==> src/rtl/trng_conditioner.sv <==
// rtl/trng_conditioner.sv - RCT/APT health-tested entropy packer with word FIFO and trngio delivery
// Optional von Neumann debiaser ahead of the packer: define TRNG_VN_DEBIAS_EN.
module trng_conditioner #(
  parameter int TRNG_WIDTH   = 4,
  parameter int FIFO_DEPTH   = 4,
  parameter int RCT_CUTOFF   = 32,
  parameter int APT_WINDOW   = 512,
  parameter int APT_CUTOFF   = 410,
  parameter int STARTUP_BITS = 1024
) (
  input  logic                          clk,
  input  logic                          reset,
  input  logic                          raw_bit,
  input  logic                          raw_valid,
  input  logic                          trng_req,
  output logic [TRNG_WIDTH-1:0]         trng_word,
  output logic                          trng_valid,
  input  logic                          health_clr,
  output logic                          health_fail,
  output logic                          src_ready,
  output logic [$clog2(FIFO_DEPTH):0]   fifo_level
);
  localparam int RCW = $clog2(RCT_CUTOFF + 1);
  localparam int ACW = $clog2(APT_WINDOW + 1);
  localparam int SCW = $clog2(STARTUP_BITS + 1);
  localparam int BCW = (TRNG_WIDTH > 1) ? $clog2(TRNG_WIDTH) : 1;
  localparam int PW  = $clog2(FIFO_DEPTH);
  localparam int LW  = PW + 1;

  typedef enum logic [1:0] {ST_STARTUP, ST_RUN, ST_FAIL} state_t;
  state_t state, state_next;

  logic [RCW-1:0]        rct_cnt, rct_next;
  logic                  prev_bit;
  logic [ACW-1:0]        apt_pos, apt_pos_next, apt_cnt, apt_next;
  logic                  apt_ref, apt_first;
  logic [SCW-1:0]        startup_cnt;
  logic [TRNG_WIDTH-1:0] pack_word, word_fill;
  logic [BCW-1:0]        pack_cnt;
  logic [TRNG_WIDTH-1:0] mem [FIFO_DEPTH];
  logic [PW-1:0]         rd_ptr, wr_ptr;
  logic [LW-1:0]         level;
  logic test_en, test_fail, startup_done, run_bit, pack_en, pack_bit, word_done, push, pop;

  assign test_en = raw_valid && (state != ST_FAIL);

  // rct_cnt == 0 marks "no previous bit" after reset or clear
  always_comb begin
    rct_next = rct_cnt;
    if (rct_cnt == '0 || raw_bit != prev_bit) rct_next = RCW'(1);
    else if (int'(rct_cnt) != RCT_CUTOFF)     rct_next = rct_cnt + 1'b1;
    apt_first    = (apt_pos == '0);
    apt_next     = apt_first ? ACW'(1) : ((raw_bit == apt_ref) ? apt_cnt + 1'b1 : apt_cnt);
    apt_pos_next = (int'(apt_pos) == APT_WINDOW - 1) ? '0 : apt_pos + 1'b1;
  end

  assign test_fail    = test_en && (int'(rct_next) == RCT_CUTOFF || int'(apt_next) == APT_CUTOFF);
  assign startup_done = test_en && !test_fail && (state == ST_STARTUP) &&
                        (int'(startup_cnt) == STARTUP_BITS - 1);
  assign run_bit      = test_en && !test_fail && (state == ST_RUN);

`ifdef TRNG_VN_DEBIAS_EN
  logic vn_phase, vn_first;
  assign pack_en  = run_bit && vn_phase && (vn_first != raw_bit);
  assign pack_bit = vn_first;

  always_ff @(posedge clk) begin
    if (reset || state != ST_RUN) begin
      vn_phase <= 1'b0;
      vn_first <= 1'b0;
    end else if (run_bit) begin
      vn_phase <= !vn_phase;
      if (!vn_phase) vn_first <= raw_bit;
    end
  end
`else
  assign pack_en  = run_bit;
  assign pack_bit = raw_bit;
`endif

  always_comb begin
    word_fill           = pack_word;
    word_fill[pack_cnt] = pack_bit;
  end

  assign word_done  = pack_en && (int'(pack_cnt) == TRNG_WIDTH - 1);
  assign pop        = trng_req && (level != '0) && (state != ST_FAIL);
  assign push       = word_done && ((level != LW'(FIFO_DEPTH)) || pop);
  assign fifo_level = level;

  always_comb begin
    state_next  = state;
    health_fail = (state == ST_FAIL);
    src_ready   = (state == ST_RUN);
    case (state)
      ST_STARTUP: if (test_fail) state_next = ST_FAIL;
                  else if (startup_done) state_next = ST_RUN;
      ST_RUN:     if (test_fail) state_next = ST_FAIL;
      ST_FAIL:    if (health_clr) state_next = ST_STARTUP;
      default:    state_next = ST_STARTUP;
    endcase
  end

  always_ff @(posedge clk) begin
    if (reset) state <= ST_STARTUP;
    else       state <= state_next;
  end

  always_ff @(posedge clk) begin
    if (reset || (state == ST_FAIL && health_clr)) begin
      rct_cnt     <= '0;
      prev_bit    <= 1'b0;
      apt_pos     <= '0;
      apt_ref     <= 1'b0;
      apt_cnt     <= '0;
      startup_cnt <= '0;
    end else if (test_en) begin
      rct_cnt  <= rct_next;
      prev_bit <= raw_bit;
      apt_pos  <= apt_pos_next;
      apt_cnt  <= apt_next;
      if (apt_first) apt_ref <= raw_bit;
      if (state == ST_STARTUP) startup_cnt <= startup_cnt + 1'b1;
    end
  end

  // A failing bit flushes the FIFO and discards the partial word
  always_ff @(posedge clk) begin
    if (reset || test_fail) begin
      pack_word <= '0;
      pack_cnt  <= '0;
      rd_ptr    <= '0;
      wr_ptr    <= '0;
      level     <= '0;
    end else begin
      if (pack_en) begin
        pack_word <= word_done ? '0 : word_fill;
        pack_cnt  <= word_done ? '0 : pack_cnt + 1'b1;
      end
      if (push) wr_ptr <= wr_ptr + 1'b1;
      if (pop)  rd_ptr <= rd_ptr + 1'b1;
      if (push && !pop)      level <= level + 1'b1;
      else if (pop && !push) level <= level - 1'b1;
    end
  end

  always_ff @(posedge clk) begin
    if (push) mem[wr_ptr] <= word_fill;
  end

  always_ff @(posedge clk) begin
    if (reset) begin
      trng_valid <= 1'b0;
      trng_word  <= '0;
    end else begin
      trng_valid <= pop;
      if (pop) trng_word <= mem[rd_ptr];
    end
  end
endmodule

==> config.mk <==
export PLATFORM = sky130hd
export DESIGN_NAME = trng_conditioner
export DESIGN_NICKNAME = d
export VERILOG_FILES = /design/src/rtl/trng_conditioner.sv
export SDC_FILE = /design/constraint.sdc
export NUM_CORES = 1
export LEC_CHECK = 0
export ABC_AREA = 0
export CORE_UTILIZATION = 45
export DETAILED_ROUTE_END_ITERATION = 10
export PLACE_DENSITY = 0.6
export RECOVER_POWER = 25
export SETUP_SLACK_MARGIN = 0.5
export SLEW_MARGIN = 30
export SYNTH_ARGS = -nofsm -noshare
export SYNTH_HDL_FRONTEND = slang
export SYNTH_SLANG_ARGS = --single-unit
==> constraint.sdc <==
create_clock -name clk -period 2.97 [get_ports clk]
set_clock_uncertainty 0.15 [all_clocks]
set_input_delay 0.297 -clock clk [delete_from_list [all_inputs] [get_ports clk]]
set_output_delay 0.297 -clock clk [all_outputs]
set_load 0.05 [all_outputs]
==> results.ini, run 1 <==
[status]
status = finished, final reports clean

[floorplan]
start_util = 0.4751
core_sq_um = 7888
pin_count = 16
rows = 32
die_w_um = 93.26
dieArea_sq_um = 8697
die_y_um = 93.26

[finish]
num_antenna_cells = 0
syn2layout_area_growth_pct = 28.81
regArea_sq_um = 1684
nNetsFinal = 485
drive_gt1_frac = 0.2372
finalInstanceArea_sq_um = 4827
multi_input_area_sq_um = 2227
fillerInstances = 635

[clock_network]
cts_tree = done
clockBufferDepth = 2
root_buffer = clkbuf_8
cts_sinks = 75
clock_latency_ps = 350
path_clk_slew_ps = 90
cts_hold_buf = 0
h-tree-depth = 3
numCtsBuffers = 9

[worst_hold_path]
hp-class = reg -> reg
holdPathStages = 2

[placed_design]
placed_area_sq_um = 4242
dpl_worst_slack_ps = -284.4
gp_congestion = 0.8560
placement.io_buffers = 15
hpwl_mm = 5.689

[timing]
setup_slack_ps = 49.41
period_needed_ps = 2921
setup_viol = 0
fin_crit_sh = 0.9834
rsz0062_at_grt = true
relSlewSlack = 0.3913
fmaxAchievable_mhz = 342.4
slew_violations = 0
hold_viol_final = 0
tightest_slew_ps = 913.0

[pwr]
p_leak_nw = 1.796
power_density_nw_per_um2 = 429.5
ir_drop_mv = 0.2628

[routing]
top_layer = met4
drc = 0
drt_iter0_drc = 134
routed_via_density = 5.274
wl_per_cell_um = 14.81
ant_nets = 0
route.met3.wl_um = 249
routed_wl_mm = 8.441
wl_met1_mm = 4.032
first_pass_iters = 4
vias = 3006
route.met2.wl_mm = 4.009

[setup_path]
start_kind = flop
path_max_fanout = 3
cp.arrival_ps = 3070
required_ps = 3120
worstSetupPathType = reg -> reg
worst_setup_path_end_kind = flop
worstRegToRegCells = 15

[grt]
gr-total-overflow = 0
grt_pass1_vias = 2900
track_usage = 0.2061
grt_max_degree = 19
grt_first_pass_wirelength_mm = 13.77
antenna_found_initial = 0

[yosys]
ys_ff_latch = 75
synthDistinctLibCells = 48
synth_top_area_cell = dfxtp_1
async_reset_ff_frac = 0
ys_seq_area_frac = 0.4434
synthesis.nets = 432
synth_area_leaders = dfxtp_1, edfxtp_1, nor2_1
synth_top_area_frac = 0.3152
yosys_most_used_dff = dfxtp_1
synthCells = 410
synth_edf_count = 16
synth_area_sq_um = 3747
syn_area_per_cell_sq_um = 9.140
yosys_warnings = 0

[job]
max_cap_violations = 0

[kinds of logic after synthesis]
kind of cell / count (synthesis) / share of synthesized area
AND/OR/NAND/NOR: 166 / 0.2140
buffers and inverters: 35 / 0.04106
multiplexers: 17 / 0.05943
XOR/XNOR: 25 / 0.06044
AO/OA/AOI/OAI: 76 / 0.1262
adder cells (fa/ha/maj): 16 / 0.05543
flip-flops: 75 / 0.4434
[flip-flops by register name (all words and copies together), names as in the netlist, 3 cells and up]
signal       cells
startup_cnt     11
fifo_level       3
mem             16
pack_word        4
rct_cnt          6
apt_pos         10
apt_cnt         10
trng_word        4
[cells in the final DEF (no fill, tap or decap), types with 3 or more instances in the layout]
| cell | synthesis | layout |
|---|---|---|
| inv_2 | 1 | 3 |
| edfxtp_1 | 16 | 16 |
| and3_1 | 6 | 6 |
| or3_1 | 14 | 13 |
| inv_6 | 0 | 3 |
| dfxtp_4 | 0 | 4 |
| nor2b_1 | 6 | 6 |
| mux2i_1 | 11 | 11 |
| buf_4 | 0 | 30 |
| nand3_1 | 10 | 8 |
| and2_4 | 0 | 4 |
| clkdlybuf4s50_1 | 0 | 14 |
| o31ai_1 | 4 | 4 |
| ha_4 | 0 | 4 |
| nor2_1 | 56 | 56 |
| inv_1 | 18 | 16 |
| a22oi_1 | 8 | 7 |
| nand2b_1 | 3 | 3 |
| xnor2_1 | 9 | 8 |
| dfxtp_2 | 0 | 6 |
| a21oi_1 | 24 | 22 |
| buf_6 | 3 | 9 |
| nand4_1 | 8 | 8 |
| xor2_1 | 15 | 14 |
| ha_1 | 15 | 11 |
| dfxtp_1 | 59 | 49 |
| clkbuf_8 | 0 | 9 |
| nand2_1 | 38 | 37 |
| mux4_2 | 4 | 4 |
| o21ai_0 | 26 | 26 |
| nor3_1 | 7 | 4 |
[routing by layer]
layer  track usage  vias up
li1              -     1543
met1        0.2640     1405
met2        0.3413       45
met3       0.03821       13
met4       0.08462        0
met5             0        -
[final timing paths]
| check | startpoint | to | slack (ps) |
|---|---|---|---|
| worst max-delay path | rct_cnt[0]$_SDFFE_PP0P_ | fifo_level[1]$_SDFFE_PP0P_ | 50 |
| worst min-delay path | pack_word[3]$_SDFFE_PP0P_ | pack_word[3]$_SDFFE_PP0P_ | 300 |
| worst max register to register | rct_cnt[0]$_SDFFE_PP0P_ | fifo_level[1]$_SDFFE_PP0P_ | 50 |
| worst min register to register | pack_word[3]$_SDFFE_PP0P_ | pack_word[3]$_SDFFE_PP0P_ | 300 |
[critical path: stages (launching register included)]
cell and delay [ps]:
dfxtp_2 330, inv_2 70, ha_4 140, or4b_4 500, nand4_1 110, o311ai_2 100, buf_4 160, a211oi_4 230
buf_6 140, o21ai_4 50, inv_2 100, ha_4 140, fa_2 420, nor2_1 110, a21oi_1 40, nor2_1 70
[synth_stat cells (2+ instances only)]
| library cell | n |
|---|---|
| o21ai_1 | 2 |
| and4_1 | 2 |
| xor2_1 | 15 |
| dfxtp_1 | 59 |
| o2bb2ai_1 | 2 |
| buf_6 | 3 |
| mux4_2 | 4 |
| and2_1 | 6 |
| inv_1 | 18 |
| nand4_1 | 8 |
| nor4_1 | 3 |
| nor2_1 | 56 |
| and3_1 | 6 |
| o21ai_0 | 26 |
| nor2b_1 | 6 |
| o31ai_1 | 4 |
| a21oi_1 | 24 |
| a21o_1 | 2 |
| clkbuf_1 | 12 |
| mux2i_1 | 11 |
| a211oi_1 | 2 |
| nand2b_1 | 3 |
| nand2_1 | 38 |
| nor3_1 | 7 |
| a22oi_1 | 8 |
| nand3_1 | 10 |
| mux2_2 | 2 |
| xnor2_1 | 9 |
| ha_1 | 15 |
| edfxtp_1 | 16 |
| or3_1 | 14 |
[metrics by stage]
step	instances	TNS (ps)	hold slack (ps)	power [mW]	utilization
finish	570	0	299.6	2.073	0.6120
global route	570	-81.84	323.0	2.151	0.6120
CTS	568	0	303.5	2.087	0.5926
detailed placement	542	-519.7	288.8	1.214	0.5378
global placement	542	-401.1	283.0	1.211	0.5378
floorplan	410	0	275.8	1.165	-
[power breakdown]
group          internal (mW)  switching, mW
Combinational         0.0680         0.0913
Sequential              1.04         0.0112
Clock                  0.447          0.412
[cell type report]
type	instances	share of cell area
clock buffer	10	0.03085
clock inverter	6	0.01426
inverter	19	0.01477
multi-input combinational	301	0.4614
sequential	75	0.3489
tap	102	0.02644
timing repair buffer	57	0.1034
[timing repair]
action                                  CTS  global route
endpoints found under the setup margin   26            30
gates cloned                              1             0
resized for setup                        40            27
setup buffers                             9             2
pin swaps                                16            16
No activity file was read; power rests on OpenSTA's default activity.
==> inputs of run 2 (changes only) <==
Settings changed: CORE_MARGIN set to 3, SKIP_LAST_GASP set to 1.
==> results.ini, run 2 (synthesized netlist as in run 1, its figures left out) <==
[grt]
use_met1 = 0.2549  ; -0.009129
grtUsageMet3 = 0.03087  ; -0.007343
antenna_found_initial = 0  ; unchanged
grt_first_pass_wirelength_mm = 14.20  ; +3.2%
grt_max_degree = 24  ; +5
grt_use_met2 = 0.2877  ; -0.05361
grt-busiest-layer = met2
grt_pass1_vias = 2956  ; +1.9%
track_usage = 0.1830  ; -0.02310
gr-total-overflow = 0  ; unchanged

[setup_path]
required_ps = 3060  ; -60 ps
cp_cell_sequence = inv_2, ha_4, or4b_4, o2bb2ai_4, o2bb2ai_4, a211oi_2, buf_4, o21ai_4, inv_2, ha_4, fa_2, xnor2_1, nor2_1, xnor2_1, nor2_1
cp.arrival_ps = 2990  ; -80 ps
slowest_stage = or4b_4
path_max_fanout = 3  ; unchanged
start_kind = flop
max_stage_delay_ps = 490  ; about the same
worst_setup_path_end_kind = flop
worstSetupPathType = reg -> reg

[floorplan]
dieArea_sq_um = 9459  ; +8.8%
start_util = 0.4751  ; unchanged
die_y_um = 97.26  ; +4.3%
core_sq_um = 7888  ; unchanged
die_w_um = 97.26  ; +4.3%
rows = 32  ; unchanged
pin_count = 16  ; unchanged

[clock_network]
numCtsBuffers = 9  ; unchanged
root_buffer = clkbuf_8
cts_tree = done
clockBufferDepth = 2  ; unchanged
h-tree-depth = 3  ; unchanged
clock_latency_ps = 350  ; about the same
path_clk_slew_ps = 90  ; about the same
cts_sinks = 75  ; unchanged

[placed_design]
hpwl_mm = 5.614  ; -1.3%
dp.cells = 545  ; +0.55%
placement.io_buffers = 15  ; unchanged
dpl_worst_slack_ps = -291.6  ; -7.144 ps
gp_congestion = 0.8480  ; -0.93%

[routing]
routed_wl_mm = 8.288  ; -1.8%
routed_via_density = 5.374  ; +1.9%
ant_nets = 0  ; unchanged
drt_iter0_drc = 124  ; -7.5%
first_pass_iters = 4  ; unchanged
wl_per_cell_um = 14.36  ; -3.0%
drc = 0  ; unchanged
vias = 3101  ; +3.2%

[pwr]
swShare = 0.2456  ; -0.002591
p_clk_frac = 0.428  ; +0.014
p_leak_nw = 1.824  ; +1.5%
power_switching_mw = 0.5229  ; +1.6%
p_comb_frac = 0.076  ; about the same
p_int_mw = 1.606  ; +3.0%
total_power_mw = 2.129  ; +2.7%
seq_power_share = 0.496  ; -0.013
ir_drop_mv = 0.2485  ; -5.4%
power_density_nw_per_um2 = 436.3  ; +1.6%

[timing]
hold_viol_final = 0  ; unchanged
setup_slack_ps = 71.05  ; +21.64 ps
period_needed_ps = 2899  ; -21.64 ps
slew_violations = 0  ; unchanged
setup_viol = 0  ; unchanged
fmaxAchievable_mhz = 345.0  ; +0.75%
tightest_slew_ps = 754.4  ; -158.6 ps
relSlewSlack = 0.4928  ; +0.1015
rsz0062_at_grt = true
fin_crit_sh = 0.9761  ; -0.007285
fin_setup_tns_ps = 0  ; unchanged

[finish]
syn2layout_area_growth_pct = 30.22
drive_gt1_frac = 0.2526  ; +0.01545
top_register = mem
final_common_cell = nor2_1
layout_common_cells = nor2_1, dfxtp_1, nand2_1, buf_4, o21ai_0
fillerInstances = 646  ; +1.7%
top_regs = mem x16, startup_cnt x11
fin_util = 0.6187  ; +0.006663
num_antenna_cells = 0  ; unchanged
final_cell_count_no_fill = 577  ; +1.2%
largest_reg_flops = 16  ; unchanged
nNetsFinal = 492  ; +1.4%

[status]
status = finished, final reports clean

[job]
max_cap_violations = 0  ; unchanged

[worst_hold_path]
hp-class = reg -> reg

run 2: changes by cell type in the layout (fill, tap and decap cells not counted), sizes merged:
cell	before	now
buf	40	49
clkinv	2	1
dlygate4sd2	0	1
clkbuf	13	9
bufinv	1	2
clkinvlp	0	1
run 2: layout make-up:
class	count	area (sq um)	area share
multi-input cells	301	2201	0.4510
flip-flops and latches	75	1682	0.3446
repair buffers	64	566.8	0.1162
well taps	102	127.6	0.02615
clock buffers	9	123.9	0.02538
clock inverters	7	107.6	0.02205
inverters	19	71.32	0.01462
run 2: worst max-delay path, delay by kind of cell (launching register included):
family | cells | cell delay [ps]
xor+xnor | 2 | 260
compound gates | 4 | 460
buf+inv | 3 | 290
simple gates | 3 | 670
fa+ha+maj | 3 | 620
flops | 1 | 330
run 2: repair_timing:
action	in CTS	in global routing
cloned	0	1
buffers inserted	7	8
gates resized for setup	37	26
endpoints found under the setup margin	30	30
pin swaps	20	14
hold buffers	0	0
run 2: worst paths after layout:
| kind | start | end | slack [ps] | cells after the start |
|---|---|---|---|---|
| worst max-delay path | rct_cnt[1]$_SDFFE_PP0P_ | fifo_level[2]$_SDFFE_PP0P_ | 70 | 15 |
| worst min register to register | state[1]$_SDFFE_PP0P_ | state[0]$_SDFFE_PP0P_ | 320 | 1 |
| worst min-delay path | state[1]$_SDFFE_PP0P_ | state[0]$_SDFFE_PP0P_ | 320 | 1 |
| worst max register to register | rct_cnt[1]$_SDFFE_PP0P_ | fifo_level[2]$_SDFFE_PP0P_ | 70 | 15 |
run 2: power by group through the flow:
stage | sequential [mW] | clock, mW | combinational [mW]
2_1_floorplan | 1.08 | 0 | 0.0874
3_3_place_gp | 1.08 | 0 | 0.135
3_5_place_dp | 1.08 | 0 | 0.135
4_1_cts | 1.06 | 0.937 | 0.150
5_1_grt | 1.06 | 0.979 | 0.179
6_report | 1.06 | 0.911 | 0.162
run 2: through the flow:
stage	cell area [sq um]	hold WS, ps
global route	4880	351.4
detailed placement	4252	294.1
CTS	4673	305.7
floorplan	3810	275.8
finish	4880	320.2
global placement	4252	284.6
run 2: routing by layer:
layer | share of wire | vias up
met5 | 0 | -
met4 | 0.015 | 0
met3 | 0.022 | 11
met2 | 0.47 | 43
met1 | 0.49 | 1492
li1 | - | 1555
